**src/rtl/sprdma.sv**
```systemverilog
// Sprite DMA engine: a CPU write to 16'h4014 copies the 256-byte page {page, 00..FF}
// into the PPU OAM data port at 16'h2004, taking the CPU bus for 513 cycles.
module sprdma (
  input  logic        clk_in,
  input  logic        rst_in,
  input  logic [15:0] cpu_a_in,
  input  logic [7:0]  cpu_d_in,
  input  logic        cpu_r_nw_in,
  input  logic [7:0]  mem_d_in,
  output logic        active_out,
  output logic [15:0] mem_a_out,
  output logic [7:0]  mem_d_out,
  output logic        mem_r_nw_out
);

  localparam logic [15:0] TRIGGER_ADDR = 16'h4014;
  localparam logic [15:0] OAM_DATA_ADDR = 16'h2004;

  typedef enum logic [1:0] {
    IDLE,
    COOLDOWN,
    READ,
    WRITE
  } state_t;

  state_t      state;
  logic [7:0]  page;
  logic [7:0]  index;
  logic [7:0]  data;
  logic        trigger;
  logic        last_byte;
  logic [7:0]  next_index;

  assign trigger    = (cpu_a_in == TRIGGER_ADDR) && !cpu_r_nw_in;
  assign last_byte  = (index == 8'hFF);
  assign next_index = index + 8'd1;

  // Outputs are loaded with the values belonging to the state being entered,
  // so the bus always reflects the current state straight from flops.
  always_ff @(posedge clk_in or negedge rst_in) begin
    if (!rst_in) begin
      state        <= IDLE;
      page         <= 8'h00;
      index        <= 8'h00;
      data         <= 8'h00;
      active_out   <= 1'b0;
      mem_a_out    <= 16'h0000;
      mem_d_out    <= 8'h00;
      mem_r_nw_out <= 1'b1;
    end else begin
      case (state)
        IDLE: begin
          active_out   <= 1'b0;
          mem_a_out    <= 16'h0000;
          mem_d_out    <= 8'h00;
          mem_r_nw_out <= 1'b1;
          if (trigger) begin
            page       <= cpu_d_in;
            index      <= 8'h00;
            active_out <= 1'b1;
            state      <= COOLDOWN;
          end
        end

        // One dead cycle so the CPU's own write to 16'h4014 can retire.
        COOLDOWN: begin
          mem_a_out    <= {page, index};
          mem_r_nw_out <= 1'b1;
          state        <= READ;
        end

        READ: begin
          data         <= mem_d_in;
          mem_d_out    <= mem_d_in;
          mem_a_out    <= OAM_DATA_ADDR;
          mem_r_nw_out <= 1'b0;
          state        <= WRITE;
        end

        WRITE: begin
          if (last_byte) begin
            index        <= 8'h00;
            active_out   <= 1'b0;
            mem_a_out    <= 16'h0000;
            mem_d_out    <= 8'h00;
            mem_r_nw_out <= 1'b1;
            state        <= IDLE;
          end else begin
            index        <= next_index;
            mem_a_out    <= {page, next_index};
            mem_d_out    <= data;
            mem_r_nw_out <= 1'b1;
            state        <= READ;
          end
        end

        default: begin
          active_out   <= 1'b0;
          mem_a_out    <= 16'h0000;
          mem_d_out    <= 8'h00;
          mem_r_nw_out <= 1'b1;
          state        <= IDLE;
        end
      endcase
    end
  end

endmodule

```
**config.mk**
```make
export PLATFORM = sky130hd
export DESIGN_NAME = sprdma
export DESIGN_NICKNAME = d
export VERILOG_FILES = /design/src/rtl/sprdma.sv
export SDC_FILE = /design/constraint.sdc
export NUM_CORES = 1
export LEC_CHECK = 0
export ABC_AREA = 0
export BUFFER_PORTS_ARGS = -buffer_cell sky130_fd_sc_hd__clkbuf_2
export CORE_MARGIN = 2
export CORE_UTILIZATION = 50
export DETAILED_ROUTE_END_ITERATION = 8
export PLACE_DENSITY = 0.85
export SLEW_MARGIN = 20
export SYNTH_ARGS = -nofsm -noshare
export SYNTH_HDL_FRONTEND = slang
export SYNTH_SLANG_ARGS = --single-unit
```
**constraint.sdc**
```tcl
create_clock -name clk_in -period 2.3 [get_ports clk_in]
set_clock_uncertainty 0.2 [all_clocks]
set_input_delay 0.46 -clock clk_in [delete_from_list [all_inputs] [get_ports clk_in]]
set_output_delay 0.46 -clock clk_in [all_outputs]
set_load 0.02 [all_outputs]
```
Word-level counts from Yosys, hierarchy flattened
Cells that the tools add are included.
{"block": "op_classes", "add_sub_neg": 1, "multipliers": 0, "n_div": 0, "n_lt_le_gt_ge": 0, "n_eq_ne": 7, "n_shift": 0, "n_mux": 14, "bitwise_logic": 0, "reduce_logical": 9}
{"operator": "$pmux W16 S4", "n": 1}
{"operator": "$mux W8", "n": 3}
{"operator": "$pmux W8 S3", "n": 1}
{"operator": "$eq A16 B15 Y1 const B", "n": 1}
{"operator": "$mux W16", "n": 1}
{"operator": "$pmux W8 S2", "n": 1}
{"operator": "$add A8 B1 Y8 const B", "n": 1}
{"operator": "$eq A8 B8 Y1 const B", "n": 1}
{"operator": "$pmux W2 S4", "n": 1}
{"operator": "$reduce_and A2 Y1", "n": 3}
{"operator": "$eq A2 B2 Y1 const B", "n": 2}
{"operator": "$mux W2", "n": 2}
{"operator": "$ne A2 B2 Y1 const B", "n": 2}
{"operator": "$pmux W1 S2", "n": 2}
{"operator": "$reduce_bool A3 Y1", "n": 1}
{"operator": "$reduce_or A3 Y1", "n": 1}
{"operator": "$eq A2 B1 Y1 const B", "n": 1}
{"operator": "$logic_not A2 Y1", "n": 1}
{"operator": "$mux W1", "n": 2}
{"operator": "$reduce_bool A2 Y1", "n": 1}
{"operator": "$logic_and A1 B1 Y1", "n": 1}
{"operator": "$logic_not A1 Y1", "n": 1}
{"block": "totals", "reg_bits": 52, "latch_bits": 0, "mem_bits_rw": 0, "rom_bits": 0, "inputBits": 35, "out_inout_bits": 26, "elab_cells": 39, "mem_count": 0}

Longest topological paths before layout
{"block": "depth", "word_depth": 4, "ltp_mapped": 6, "depth_no_buf": 5}

Worst setup path after synthesis
OpenSTA, ideal clock, no wires.
{"block": "synth_path", "path_kind": "input -> register", "startpoint": "input port cpu_a_in[7]", "endpoint": "register page[0]", "setup_ps": 125, "t_arrival_ps": 1681, "t_required_ps": 1975, "setup_slack_ps": 294, "cell_stages": 4, "path_buffers": 0, "cell_sequence": "nor4b_1 nand4b_1 nor3_4 mux2_2"}
{"block": "synth_via", "elab_chain_len": 3}
{"element": "start: declaration", "line_no": "6", "source": "input logic [15:0] cpu_a_in,"}
{"element": "$eq A16 B15 Y1", "line_no": "34", "source": "assign trigger = (cpu_a_in == TRIGGER_ADDR) && !cpu_r_nw_in;"}
{"element": "$logic_and A1 B1 Y1", "line_no": "34"}
{"element": "$reduce_and A2 Y1 (no source line)"}
{"element": "end signal: assignment", "line_no": "58", "source": "page <= cpu_d_in;"}
{"element": "end: declaration", "line_no": "27", "source": "logic [7:0] page;"}
Every way passes these cells.
A chain may end at the register's enable or synchronous reset.

Worst setup path in the final report
{"block": "layout_path", "startpoint": "register index[0]", "endpoint": "register mem_d_out[2]"}
{"block": "layout_via", "elab_chain_len": 3}
{"element": "start: declaration", "line_no": "28", "source": "logic [7:0] index;"}
{"element": "start signal: assignment", "line_no": "89", "source": "index <= next_index;"}
{"element": "$eq A8 B8 Y1", "line_no": "35", "source": "assign last_byte = (index == 8'hFF);"}
{"element": "$mux W8", "line_no": "81", "source": "if (last_byte) begin"}
{"element": "$pmux W8 S3", "line_no": "51", "source": "case (state)"}
{"element": "end signal: assignment", "line_no": "74", "source": "mem_d_out <= mem_d_in;"}
{"element": "end signal: assignment", "line_no": "91", "source": "mem_d_out <= data;"}
{"element": "end: declaration", "line_no": "12", "source": "output logic [7:0] mem_d_out,"}
Every way passes these cells.

==> metrics <==
Rows=24; die height=70.0 um; TritonCTS clock tree=yes; outcome=finished, final reports clean; leakage power=1.33 nW; sequential fraction of the synthesis area=0.598; Area growth syn-to-layout=23.5%; unrepaired setup endpoints after global routing=no; Worst Hold Class=input port to async pin; DR vias=1,676; footprint of the multi-input gates=806 sq um; Iter 0 DRT Violations=138; crit path kind=flop to flop; Synth top area share=0.586; predominant post-synthesis flop cell=dfrtp_1; post-DR wirelength/cell=14.2 um; Max FO, Critical Path=9; cts repair resizes=0; fin nets=286; Die X=70.0 um; Worst VDD drop=0.367 mV; Initial Util=0.511; Cells after Synth=183; Max Fclk=475 MHz; DRT Pass-1 Iters=7; Synth async-reset ratio=1.00; Antenna diodes=0; Remaining DRCs=0; PwrDens=610 mW/mm^2; Design Area, Final=0.00269 sq mm; actual slew at the worst max-slew pin=0.626 ns; total clock sinks=52; Post-Route WL=4300 um; Mean Syn Cell Area=11.9 sq um; Period Utilization, post-route=0.915; TritonCTS Buffers=5; Cell Area, Synth=0.00218 sq mm; Cell variety after synth=41; core area=0.00426 sq mm; fin crit period=2.11 ns; GR Overflow Total=0; Die ar.=0.00490 sq mm; final setup fails=0; hold slack=0.0514 ns; final slew viol count=0; Hold Vio Cnt, Final=0; Worst Path Arrival=2.08 ns; dominant cells by area after synthesis=dfrtp_1 (59%), mux2_2 (8.3%), a222oi_1 (3.7%); CTS Hold Bufs=0; Max-cap violations=0; layout cell share with drive strength beyond 1=0.390; Crit. End Element=flop; DP Wirelength=3150 um; Worst EP required=2.27 ns; Worst setup SP type=flop; Via density=5.53; global-route wire length before repair=7620 um; Layout fillers=346; Post-synth EDFFs=0; # IOs=61; antenna violations before repair=0; H-tree depth=2; Global Route Usage Sum=0.192; max_slew headroom=0.583; Root Driver=clkbuf_8; sequential cell area=0.00130 sq mm; routability cong.=0.926; Clock transition at path regs=0.09 ns; Antenna Violating Nets Remaining=0; clk_lat worst skew=0.30 ns; Syn Nets=219; Synth Register Bits=52; Post-CTS Setup Bufs=0; Synth area leader=dfrtp_1; placed inst area=0.00258 sq mm; vias in the first global route=1,696; Setup TNS Final=0 ns; Synthesis Warnings=0; pin count of the biggest net entering global routing=53; port bufs=60; Longest Clk Path Bufs=2
[flip-flops by register name, summed over array words and instances, names as in the netlist]
register	count
active_out	1
mem_a_out	16
index	8
state	2
mem_d_out	8
page	8
data	8
mem_r_nw_out	1
[final timing paths]
kind                            cells after the start  slack, ns         from      endpoint
worst max-delay path                                6       0.19     index[0]  mem_d_out[2]
worst min-delay path                                2       0.05       rst_in      index[4]
worst max register to register                      6       0.19     index[0]  mem_d_out[2]
worst min register to register                      1       0.28      page[0]  mem_a_out[8]
max in group asynchronous                           2       1.43       rst_in       page[3]
min in group clk_in                                 2       0.19  cpu_d_in[5]       page[5]
[critical path, stage by stage, from the launching register on]
cell,delay (ns)
dfrtp_1,0.42
ha_1,0.27
nand3_1,0.19
o21a_1,0.34
buf_4,0.22
a222oi_1,0.25
inv_1,0.09
[layout by cell type (no fill, tap or decap), types with 2 or more instances in the layout]
master / synthesis / layout
dfrtp_1: 51 / 51
a222oi_1: 8 / 8
mux2_2: 16 / 16
nor4b_1: 3 / 3
clkbuf_2: 0 / 60
clkbuf_8: 0 / 5
a31oi_1: 4 / 4
o21a_1: 2 / 2
buf_4: 0 / 6
nor4_1: 2 / 2
a21oi_1: 7 / 7
nand3_1: 5 / 5
nor3_1: 3 / 3
xnor2_1: 2 / 2
and2_1: 9 / 9
nand4_1: 3 / 3
inv_1: 10 / 10
nor2_1: 5 / 5
nand2_1: 10 / 10
and3_1: 4 / 4
o21ai_0: 8 / 8
or2_2: 2 / 2
nor2b_1: 3 / 3
[kinds of logic after synthesis]
| group | after synthesis | synth area share |
|---|---|---|
| fa+ha+maj | 1 | 0.00574 |
| xor+xnor | 3 | 0.0121 |
| mux | 17 | 0.0873 |
| simple gates | 56 | 0.148 |
| compound gates | 36 | 0.117 |
| buf+inv | 18 | 0.0322 |
| flops | 52 | 0.598 |
[Yosys cell counts, types with 2 or more instances]
master    number
a21oi_1        7
a222oi_1       8
a31oi_1        4
and2_1         9
and3_1         4
buf_2          2
clkbuf_1       5
dfrtp_1       51
inv_1         10
mux2_2        16
nand2_1       10
nand3_1        5
nand4_1        3
nor2_1         5
nor2b_1        3
nor3_1         3
nor4_1         2
nor4b_1        3
o21a_1         2
o21ai_0        8
or2_2          2
xnor2_1        2
[layer usage]
layer	vias to the layer above	part of all wire	track usage
met5	-	0	0
met4	0	0.011	0.0513
met3	4	0.079	0.0462
met2	79	0.48	0.315
met1	799	0.43	0.259
li1	794	-	-
[cell type report]
type,instances,share of cell area
Sequential cell,52,0.484
Multi-Input combinational cell,113,0.299
Timing Repair Buffer,67,0.136
Clock buffer,6,0.0270
Tap cell,52,0.0242
Inverter,11,0.0153
Clock inverter,2,0.0144
[stage by stage]
step / total power [mW] / setup slack, ns / utilization / instances
after global placement: 1.04 / 0.163 / 0.605 / 295
final: 1.64 / 0.194 / 0.631 / 303
after floorplan: 0.979 / 0.294 / - / 183
after global routing: 1.70 / 0.0744 / 0.631 / 303
after CTS: 1.65 / 0.192 / 0.631 / 303
after detailed placement: 1.04 / 0.128 / 0.605 / 295
[power by group]
| part | internal [mW] | leakage [nW] | switching (mW) |
|---|---|---|---|
| combinational | 0.0396 | 0.659 | 0.0449 |
| clock | 0.329 | 0.0558 | 0.292 |
| sequential | 0.928 | 0.612 | 0.00761 |
Power figures use the tool's default switching activity.
